### src/rtl/sticky_fault_latch_pkg.sv
// ---------------------------------------------------------------------------
// lcb_fault_pkg
// Shared defaults and helpers for the sticky fault latch slice.
//   DEF_WIDTH     : default number of fault bits
//   DEF_CNT_WIDTH : default width of the saturating new-event counter
//   DEF_TS_WIDTH  : default width of the free-running timestamp counter
//   sat_inc_en()  : gates an increment request so a full counter holds
// ---------------------------------------------------------------------------
package lcb_fault_pkg;

    localparam int unsigned DEF_WIDTH     = 32;
    localparam int unsigned DEF_CNT_WIDTH = 16;
    localparam int unsigned DEF_TS_WIDTH  = 32;

    // Saturating increment helper: width-agnostic by taking the reduction-AND
    // of the counter, so the caller adds the returned bit without wrapping.
    function automatic logic sat_inc_en(input logic inc, input logic all_ones);
        return inc & ~all_ones;
    endfunction

endpackage : lcb_fault_pkg

### src/rtl/sticky_fault_latch_sat_counter.sv
// ---------------------------------------------------------------------------
// sat_counter
// Saturating up-counter with synchronous clear. Clear and increment in the
// same cycle load 1 (the clear discards history, the event still counts).
//   clk_i   : clock, rising edge
//   rst_ni  : asynchronous active-low reset
//   inc_i   : increment by one (held at all-ones once reached)
//   clr_i   : synchronous clear
//   count_o : current count
// ---------------------------------------------------------------------------
module sat_counter
    import lcb_fault_pkg::*;
#(
    parameter int unsigned WIDTH = DEF_CNT_WIDTH
) (
    input  logic             clk_i,
    input  logic             rst_ni,
    input  logic             inc_i,
    input  logic             clr_i,
    output logic [WIDTH-1:0] count_o
);

    logic [WIDTH-1:0] count_q;
    logic [WIDTH-1:0] count_d;

    always_comb begin
        count_d = count_q;
        if (clr_i) begin
            count_d = inc_i ? WIDTH'(1) : '0;
        end else begin
            count_d = count_q + WIDTH'(sat_inc_en(inc_i, &count_q));
        end
    end

    always_ff @(posedge clk_i or negedge rst_ni) begin
        if (!rst_ni) begin
            count_q <= '0;
        end else begin
            count_q <= count_d;
        end
    end

    assign count_o = count_q;

endmodule : sat_counter

### src/rtl/sticky_fault_latch.sv
// ---------------------------------------------------------------------------
// sticky_fault_latch
// Multi-bit sticky fault/status latch with per-bit mask, write-1-to-clear,
// first-fault record, saturating new-event counter and registered interrupt.
// Optional first-fault timestamp enabled by macro STICKY_FAULT_LATCH_TIMESTAMP_EN.
//   clk         : system clock, rising edge
//   resetn      : asynchronous active-low reset
//   din         : raw fault pulses/levels
//   mask        : per-bit enable (1 = may latch)
//   clr         : write-1-to-clear strobe for latched bits
//   clr_first   : release first-fault record and zero event counter
//   dout        : latched status OR'd with same-cycle masked din
//   first_bits  : masked din on the first-fault cycle
//   first_valid : first-fault record held
//   event_cnt   : saturating count of cycles with newly latched bits
//   first_ts    : timestamp of first fault (0 when feature disabled)
//   irq         : registered, high while any bit is latched
// ---------------------------------------------------------------------------
module sticky_fault_latch
    import lcb_fault_pkg::*;
#(
    parameter int unsigned WIDTH     = DEF_WIDTH,
    parameter int unsigned CNT_WIDTH = DEF_CNT_WIDTH,
    parameter int unsigned TS_WIDTH  = DEF_TS_WIDTH
) (
    input  logic                 clk,
    input  logic                 resetn,
    input  logic [WIDTH-1:0]     din,
    input  logic [WIDTH-1:0]     mask,
    input  logic [WIDTH-1:0]     clr,
    input  logic                 clr_first,
    output logic [WIDTH-1:0]     dout,
    output logic [WIDTH-1:0]     first_bits,
    output logic                 first_valid,
    output logic [CNT_WIDTH-1:0] event_cnt,
    output logic [TS_WIDTH-1:0]  first_ts,
    output logic                 irq
);

    logic [WIDTH-1:0] act;
    logic [WIDTH-1:0] new_bits;
    logic [WIDTH-1:0] latch_q,      latch_d;
    logic [WIDTH-1:0] first_bits_q, first_bits_d;
    logic             first_valid_q, first_valid_d;
    logic             irq_q;
    logic             capture;

    assign act      = din & mask;
    assign new_bits = act & ~latch_q;
    assign dout     = latch_q | act;

    always_comb begin
        // Set is OR'd in after the clear so a still-asserted source wins.
        latch_d       = (latch_q & ~clr) | act;
        // clr_first with a fault in the same cycle re-arms and captures at once.
        capture       = (|act) && (!first_valid_q || clr_first);
        first_bits_d  = first_bits_q;
        first_valid_d = first_valid_q;
        if (capture) begin
            first_bits_d  = act;
            first_valid_d = 1'b1;
        end else if (clr_first) begin
            first_bits_d  = '0;
            first_valid_d = 1'b0;
        end
    end

    always_ff @(posedge clk or negedge resetn) begin
        if (!resetn) begin
            latch_q       <= '0;
            first_bits_q  <= '0;
            first_valid_q <= 1'b0;
            irq_q         <= 1'b0;
        end else begin
            latch_q       <= latch_d;
            first_bits_q  <= first_bits_d;
            first_valid_q <= first_valid_d;
            irq_q         <= |latch_d;
        end
    end

    sat_counter #(
        .WIDTH (CNT_WIDTH)
    ) u_event_cnt (
        .clk_i   (clk),
        .rst_ni  (resetn),
        .inc_i   (|new_bits),
        .clr_i   (clr_first),
        .count_o (event_cnt)
    );

`ifdef STICKY_FAULT_LATCH_TIMESTAMP_EN
    logic [TS_WIDTH-1:0] ts_q;
    logic [TS_WIDTH-1:0] first_ts_q, first_ts_d;

    always_comb begin
        first_ts_d = first_ts_q;
        if (capture) begin
            first_ts_d = ts_q;
        end else if (clr_first) begin
            first_ts_d = '0;
        end
    end

    always_ff @(posedge clk or negedge resetn) begin
        if (!resetn) begin
            ts_q       <= '0;
            first_ts_q <= '0;
        end else begin
            ts_q       <= ts_q + TS_WIDTH'(1);
            first_ts_q <= first_ts_d;
        end
    end

    assign first_ts = first_ts_q;
`else
    assign first_ts = '0;
`endif

    assign first_bits  = first_bits_q;
    assign first_valid = first_valid_q;
    assign irq         = irq_q;

endmodule : sticky_fault_latch
### config.mk
export PLATFORM = sky130hd
export DESIGN_NAME = sticky_fault_latch
export DESIGN_NICKNAME = d
export VERILOG_FILES = /design/src/rtl/sticky_fault_latch_pkg.sv /design/src/rtl/sticky_fault_latch_sat_counter.sv /design/src/rtl/sticky_fault_latch.sv
export SDC_FILE = /design/constraint.sdc
export NUM_CORES = 1
export LEC_CHECK = 0
export BUFFER_PORTS_ARGS = -buffer_cell sky130_fd_sc_hd__buf_2
export CORE_ASPECT_RATIO = 1.25
export CORE_MARGIN = 2
export CORE_UTILIZATION = 41
export CTS_BUF_LIST = sky130_fd_sc_hd__clkbuf_16
export DETAILED_ROUTE_END_ITERATION = 10
export GPL_TIMING_DRIVEN = 1
export PLACE_DENSITY_LB_ADDON = 0.3
export SLEW_MARGIN = 25
export SYNTH_ARGS = -nofsm -noshare
export SYNTH_HDL_FRONTEND = slang
export SYNTH_HIERARCHICAL = 1
export SYNTH_SLANG_ARGS = --single-unit
### constraint.sdc
create_clock -name clk -period 2.15 [get_ports clk]
set_clock_uncertainty 0.1 [all_clocks]
set_input_delay 0.1075 -clock clk [delete_from_list [all_inputs] [get_ports clk]]
set_output_delay 0.1075 -clock clk [all_outputs]
set_load 0.005 [all_outputs]
==> metrics.txt, run 1 <==
run status finished, violations left; violated checks setup timing; FMAX roughly 430 MHz; Layout area overhead 54.20%; Placer Congestion about 0.93; reg2reg start latch_q[19]; Crit Path Max Fanout 5; post-layout util 0.6423; IO Pins between 200 and 250; gr usage total 0.2698; Rows 41; Worst R2R Setup Slack -0.16 ns; Remaining DRCs 0; hold worst-path end first_valid; Power Density 605.4 nW/um^2; RSZ-0062 raised after global routing yes; Avg Synthesized Cell Area about 9.7 sq um; Post-synth top flop dfrtp_1; ys async rst share 1.000; ANT cells 0; vias around 4,300; Pre-antenna DRT Iters 4; crit path capture type flip-flop; chip width 94.17 um; fillers roughly 840; Core ar. roughly 10,000 sq um; Routed WL around 15 mm; worst hold stages 3; largest net degree at the start of global routing 54; MaxCap Viol Count 0; initial antenna violation count 0; R2R depth 11; post-synthesis sequential area ratio 0.4925; Req. time, crit path around 2.3 ns; Clock Latency Late Sink about 0.34 ns; Max H-tree Level 3; Final Critical Period 2.314 ns; Die Area roughly 11,000 sq um; peak supply drop ~0.5 mV; cells after synthesis 430; Worst Max-Slew Pin Slew 0.6246 ns; placed inst area between 5000 and 6000 sq um; r2r endpoint u_event_cnt/count_o[6]; CTS Sinks around 80; cell area after synthesis between 4000 and 5000 sq um; LEAKAGE 3.415 nW; Max transition margin 0.5836; routed len/inst ~17 um; min-delay src clr_first; Routed Antenna Nets 0; yosys warns 6; die height around 120 um; final worst setup slack -0.1636 ns; hold crit path type in2reg; Vias/cell around 5.1; Max Buffers Root-to-Sink 2; number of synthesized flops with an enable pin 0; crit path DAT roughly 2.5 ns; fin nets 816; #FFs+latches synth 82; final-report hold violation count 0; fraction of layout cells with a size suffix above 1 0.4264; global-route wire length before repair 22.02 mm; CTS tree built; root buffer cell clkbuf_16; post-route cell area approximately 6400 sq um; Slew Viols, Final 0; Period Utilization, post-route 1.076; Initial Util 0.4165; Startpoint Class flip-flop; Final setup viols 11; Yosys cell types 36; clock transition at the registers of the reported paths 0.06 ns; starting DRC count in detailed routing 245; GR Overflow Total 0; Detailed Place HPWL 10.58 mm; number of CTS-inserted buffers 9; WS Path Type reg2reg; vias in the first global route 4,449; # port buffers 180
## cell families (layout without fill, tap and decap cells)
| group | Yosys count | count (layout) | share of synthesized area |
|---|---|---|---|
| AND/OR/NAND/NOR | 164 | 165 | 0.2042 |
| flip-flops | 82 | 82 | 0.4925 |
| buffers and inverters | 77 | 335 | 0.1072 |
| AO/OA/AOI/OAI | 62 | 62 | 0.08769 |
| multiplexers | 38 | 38 | 0.09309 |
| XOR/XNOR | 4 | 4 | 0.008410 |
| adder cells (fa/ha/maj) | 2 | 2 | 0.006005 |
| other | 1 | 32 | 0.0009000 |
## cells in the final DEF, fill, tap and decap left out, drive strengths merged, types with 3 or more instances in the layout
cell type	n
buf	251
dfrtp	82
nand2	68
inv	36
o21ai	35
dlygate4sd3	33
nand2b	32
mux2i	32
conb	32
nand4	16
nor4	15
clkbuf	9
nor2	9
o22ai	8
a21oi	7
nor2b	6
mux2	6
nand3	5
clkinv	5
o22a	4
o221ai	4
nor3	4
or3	3
o31ai	3
or4	3
## cell type report
cell class / count / area, sq um / area share
Clock buffer: 9 / 225.2 / 0.03505
Timing Repair Buffer: 284 / 1790 / 0.2787
Sequential cell: 82 / 2052 / 0.3194
Clock inverter: 7 / 37.54 / 0.005842
Inverter: 35 / 131.4 / 0.02045
Multi-Input combinational cell: 303 / 2027 / 0.3155
Tap cell: 129 / 161.4 / 0.02512
## sequential cells by signal, indices dropped and copies added, names as in the netlist
name,count
u_event_cnt/count_o,16
latch_q,32
first_bits,32
first_valid,1
irq,1
## report_power, final
| part | leakage, nW | internal, mW | switching [mW] | total [mW] |
|---|---|---|---|---|
| Combinational | 2.23 | 0.378 | 0.422 | 0.799 |
| Clock | 0.131 | 0.767 | 0.619 | 1.39 |
| Sequential | 1.05 | 1.64 | 0.0604 | 1.70 |
## cells in the mapped netlist, types with 2 or more instances
master / count / area share
nor2_1: 9 / 0.0081
or4_1: 3 / 0.0054
inv_1: 35 / 0.032
a21oi_1: 6 / 0.0072
nor4_1: 13 / 0.020
nand3_1: 4 / 0.0048
or3_1: 3 / 0.0045
nand2b_1: 32 / 0.048
o221ai_1: 4 / 0.0084
nor3_1: 4 / 0.0048
or2_2: 2 / 0.0030
o22ai_1: 8 / 0.012
mux2_2: 5 / 0.014
buf_6: 5 / 0.014
ha_1: 2 / 0.0060
xnor2_1: 2 / 0.0042
mux2i_1: 32 / 0.077
nand2_1: 68 / 0.061
buf_4: 32 / 0.058
nand4_1: 14 / 0.021
xor2_1: 2 / 0.0042
nor4_2: 2 / 0.0060
o22a_1: 4 / 0.0084
o31ai_1: 3 / 0.0054
o21ai_0: 35 / 0.042
nor2b_1: 6 / 0.0090
dfrtp_1: 82 / 0.49
clkbuf_1: 5 / 0.0045
## critical path, cell delays in order (launching register included)
cell,delay (ns)
dfrtp_1,0.39
o22a_1,0.22
o221ai_2,0.06
nor3_1,0.06
nand4_1,0.15
o31a_1,0.20
buf_4,0.13
ha_4,0.16
nand4_4,0.13
buf_6,0.15
or3_4,0.33
a21oi_2,0.14
## how the worst max path moves through the flow
stage | startpoint | slack (ns) | to
after floorplan | latch_q[28] | 0.02 | u_event_cnt/count_o[12]
after global placement | latch_q[17] | -0.12 | u_event_cnt/count_o[12]
after detailed placement | latch_q[28] | -0.23 | u_event_cnt/count_o[12]
after CTS | latch_q[28] | -0.06 | u_event_cnt/count_o[13]
after global routing | latch_q[19] | -0.23 | u_event_cnt/count_o[6]
final | latch_q[19] | -0.16 | u_event_cnt/count_o[6]
## layer usage
metal	wire length, um	part of all wire	vias to the layer above	track usage
met5	0	0	-	0
met4	818	0.055	0	0.1720
met3	826	0.056	60	0.04323
met2	7538	0.51	221	0.4748
met1	5579	0.38	2070	0.3034
li1	-	-	1984	-
## timing repair
item                                    4_1_cts  5_1_grt
hold buffers                                 33        0
cloned                                        1        0
hold endpoints to repair                     75        0
buffers inserted                              5        3
gates resized for setup                      25       19
endpoints found under the setup margin       11       13
pin swaps                                    18        6
## stage by stage
step / instances / power (mW) / hold WS (ns) / TNS, ns / worst slack (ns)
detailed placement: 791 / 2.420 / 0.05571 / -1.886 / -0.2302
CTS: 846 / 3.878 / 0.04294 / -0.4427 / -0.06134
floorplan: 461 / 2.048 / -0.2881 / 0 / 0.02454
global route: 849 / 4.058 / 0.07071 / -2.195 / -0.2318
global placement: 791 / 2.407 / 0.04775 / -0.9245 / -0.1227
finish: 849 / 3.889 / 0.05097 / -1.189 / -0.1636
Power figures use the tool's default switching activity.
==> run 2, diff against run 1 <==
- CELL_PAD_IN_SITES_DETAIL_PLACEMENT: not set -> 0
- CELL_PAD_IN_SITES_GLOBAL_PLACEMENT: not set -> 1
- CORE_UTILIZATION: 41 -> 30
- CTS_BUF_LIST: sky130_fd_sc_hd__clkbuf_16 -> not set
==> run 2 against run 1 <==
Compared with the run above:
- the run still ends with setup timing left
- cell area decreased by 1.1%
- via count fell by 7.8%
- global-route usage fell by 7.3 points
- core utilization fell by 18 points
- non-clock buffer count down 6
- critical path type unchanged
==> metrics.txt, run 2 (same netlist as run 1, synthesis figures left out) <==
final-report hold violation count 0 (unchanged); starting DRC count in detailed routing 105 (was 245); run status finished, violations left (unchanged); Routed WL 14.28 mm (was 14.76 mm); IO Pins 213 (unchanged); largest net degree at the start of global routing 47 (was 54); gr usage total 0.1968 (was 0.2698); routed len/inst 16.08 um (was 17.39 um); sw frac 0.2721 (was 0.2832); WS Path Type reg2reg (unchanged); Clock Latency Late Sink 0.34 ns (about the same); clock transition at the registers of the reported paths 0.06 ns (about the same); Remaining DRCs 0 (unchanged); initial antenna violation count 0 (unchanged); die height 135.8 um (was 116.7 um); GR Overflow Total 0 (unchanged); CTS tree built (unchanged); Initial Util 0.3043 (was 0.4165); most frequent cells in the layout buf_2 (179), dfrtp_1 (82), nand2_1 (68), buf_4 (62) (was buf_2 (179), dfrtp_1 (82), buf_4 (68), nand2_1 (67), inv_1 (36)); Startpoint Class flip-flop (unchanged); Final setup viols 12 (was 11); Final Critical Period 2.399 ns (was 2.314 ns); combinational share of power 0.193 (was 0.206); Worst Max-Slew Pin Slew 0.6395 ns (was 0.6246 ns); Vias/cell 4.499 (was 5.106); violated checks setup timing (unchanged); Layout area overhead 52.46% (was 54.20%); clock share of power 0.381 (was 0.357); Period Utilization, post-route 1.116 (was 1.076); ANT cells 0 (unchanged); Req. time, crit path 2.27 ns (was 2.31 ns); Reg power frac 0.426 (was 0.438); Crit Path Max Fanout 4 (was 5); commonest non-fill, non-tap cell in the layout buf_2 (unchanged); fin nets 809 (was 816); Core ar. 13,690 sq um (was 10,000 sq um); vias in the first global route 4,063 (was 4,449); Int Pwr 2.902 mW (was 2.788 mW); dpl ws -0.3085 ns (was -0.2302 ns); Slew Viols, Final 0 (unchanged); CTS Sinks 82 (unchanged); Routed Antenna Nets 0 (unchanged); vias 3,995 (was 4,335); hold crit path type in2reg (unchanged); Rows 48 (was 41); Placer Congestion 0.8473 (was 0.9286); fraction of layout cells with a size suffix above 1 0.4011 (was 0.4264); Max H-tree Level 3 (unchanged); crit path DAT 2.52 ns (was 2.47 ns); global-route wire length before repair 21.65 mm (was 22.02 mm); Max Buffers Root-to-Sink 2 (unchanged); # port buffers 180 (unchanged); Pre-antenna DRT Iters 4 (unchanged); peak supply drop 0.4238 mV (was 0.5005 mV); overall power 3.987 mW (was 3.889 mW); FMAX 416.9 MHz (was 432.2 MHz); Detailed Place HPWL 11.37 mm (was 10.58 mm); number of CTS-inserted buffers 9 (unchanged); crit path capture type flip-flop (unchanged); root buffer cell clkbuf_16 (unchanged); MaxCap Viol Count 0 (unchanged); chip width 109.4 um (was 94.17 um); RSZ-0062 raised after global routing yes (unchanged); Die Area 14,850 sq um (was 10,990 sq um); Psw 1.085 mW (was 1.101 mW); LEAKAGE 3.356 nW (was 3.415 nW); Max transition margin 0.5737 (was 0.5836); Power Density 627.6 nW/um^2 (was 605.4 nW/um^2); final worst setup slack -0.2487 ns (was -0.1636 ns)
## run 2: path summary, 6_finish.rpt
path	end	cells past startpoint	slack [ns]	start
worst max-delay path	u_event_cnt/count_o[13]	10	-0.25	latch_q[28]
worst min-delay path	first_bits[31]	4	0.07	mask[31]
worst max register to register	u_event_cnt/count_o[13]	10	-0.25	latch_q[28]
worst min register to register	first_bits[17]	2	0.44	first_bits[17]
max in group asynchronous	latch_q[26]	3	1.08	resetn
min in group asynchronous	u_event_cnt/count_o[8]	2	0.23	resetn
## run 2: power by group through the flow
| stage | Sequential [mW] | Clock (mW) | Combinational (mW) |
|---|---|---|---|
| 2_1_floorplan | 1.73 | 0 | 0.321 |
| 3_3_place_gp | 1.72 | 0 | 0.702 |
| 3_5_place_dp | 1.73 | 0 | 0.710 |
| 4_1_cts | 1.70 | 1.55 | 0.773 |
| 5_1_grt | 1.71 | 1.62 | 0.849 |
| 6_report | 1.70 | 1.52 | 0.769 |
## run 2: final cells by class
cell class                 count  area, sq um
sequential                    82         2052
multi-input combinational    302         1901
fill                        1355         7341
timing repair buffer         278         1763
clock inverter                 6        57.56
inverter                      35        131.4
tap                          175        219.0
clock buffer                  10        229.0
## run 2: repair_timing
action                                  4_1_cts  5_1_grt
buffers inserted                              2        0
hold buffers                                 33        0
gates resized for setup                      15        5
endpoints found under the hold margin        77        0
endpoints found under the setup margin       13       14
pin swaps                                    12        3
## run 2: routing by layer
| layer | share of wire | track usage | up-vias | wire length, um |
|---|---|---|---|---|
| li1 | - | - | 1964 | - |
| met1 | 0.39 | 0.2323 | 1894 | 5609 |
| met2 | 0.54 | 0.3529 | 118 | 7688 |
| met3 | 0.048 | 0.03559 | 19 | 682 |
| met4 | 0.021 | 0.06892 | 0 | 301 |
| met5 | 0 | 0 | - | 0 |
## run 2: metrics by stage
step                hold WS, ns  setup TNS [ns]  cells  utilization  area (sq um)
finish                  0.06796          -2.125    888       0.4639          6352
global route            0.06915          -3.470    888       0.4639          6352
CTS                     0.05674          -1.973    888       0.4620          6326
detailed placement      0.07134          -2.949    837       0.4095          5608
global placement        0.06373          -1.176    837       0.4095          5608
floorplan               -0.2881               0    461            -          4283
## run 2: worst max-delay path: stages, from the launching register on
cell and delay [ns]:
dfrtp_1 0.38, o22a_1 0.23, o221ai_2 0.08, nor3_2 0.07, nand4_1 0.16, o31a_1 0.21
ha_2 0.20, nand4_1 0.17, buf_6 0.19, nor4_4 0.15, mux2_4 0.32
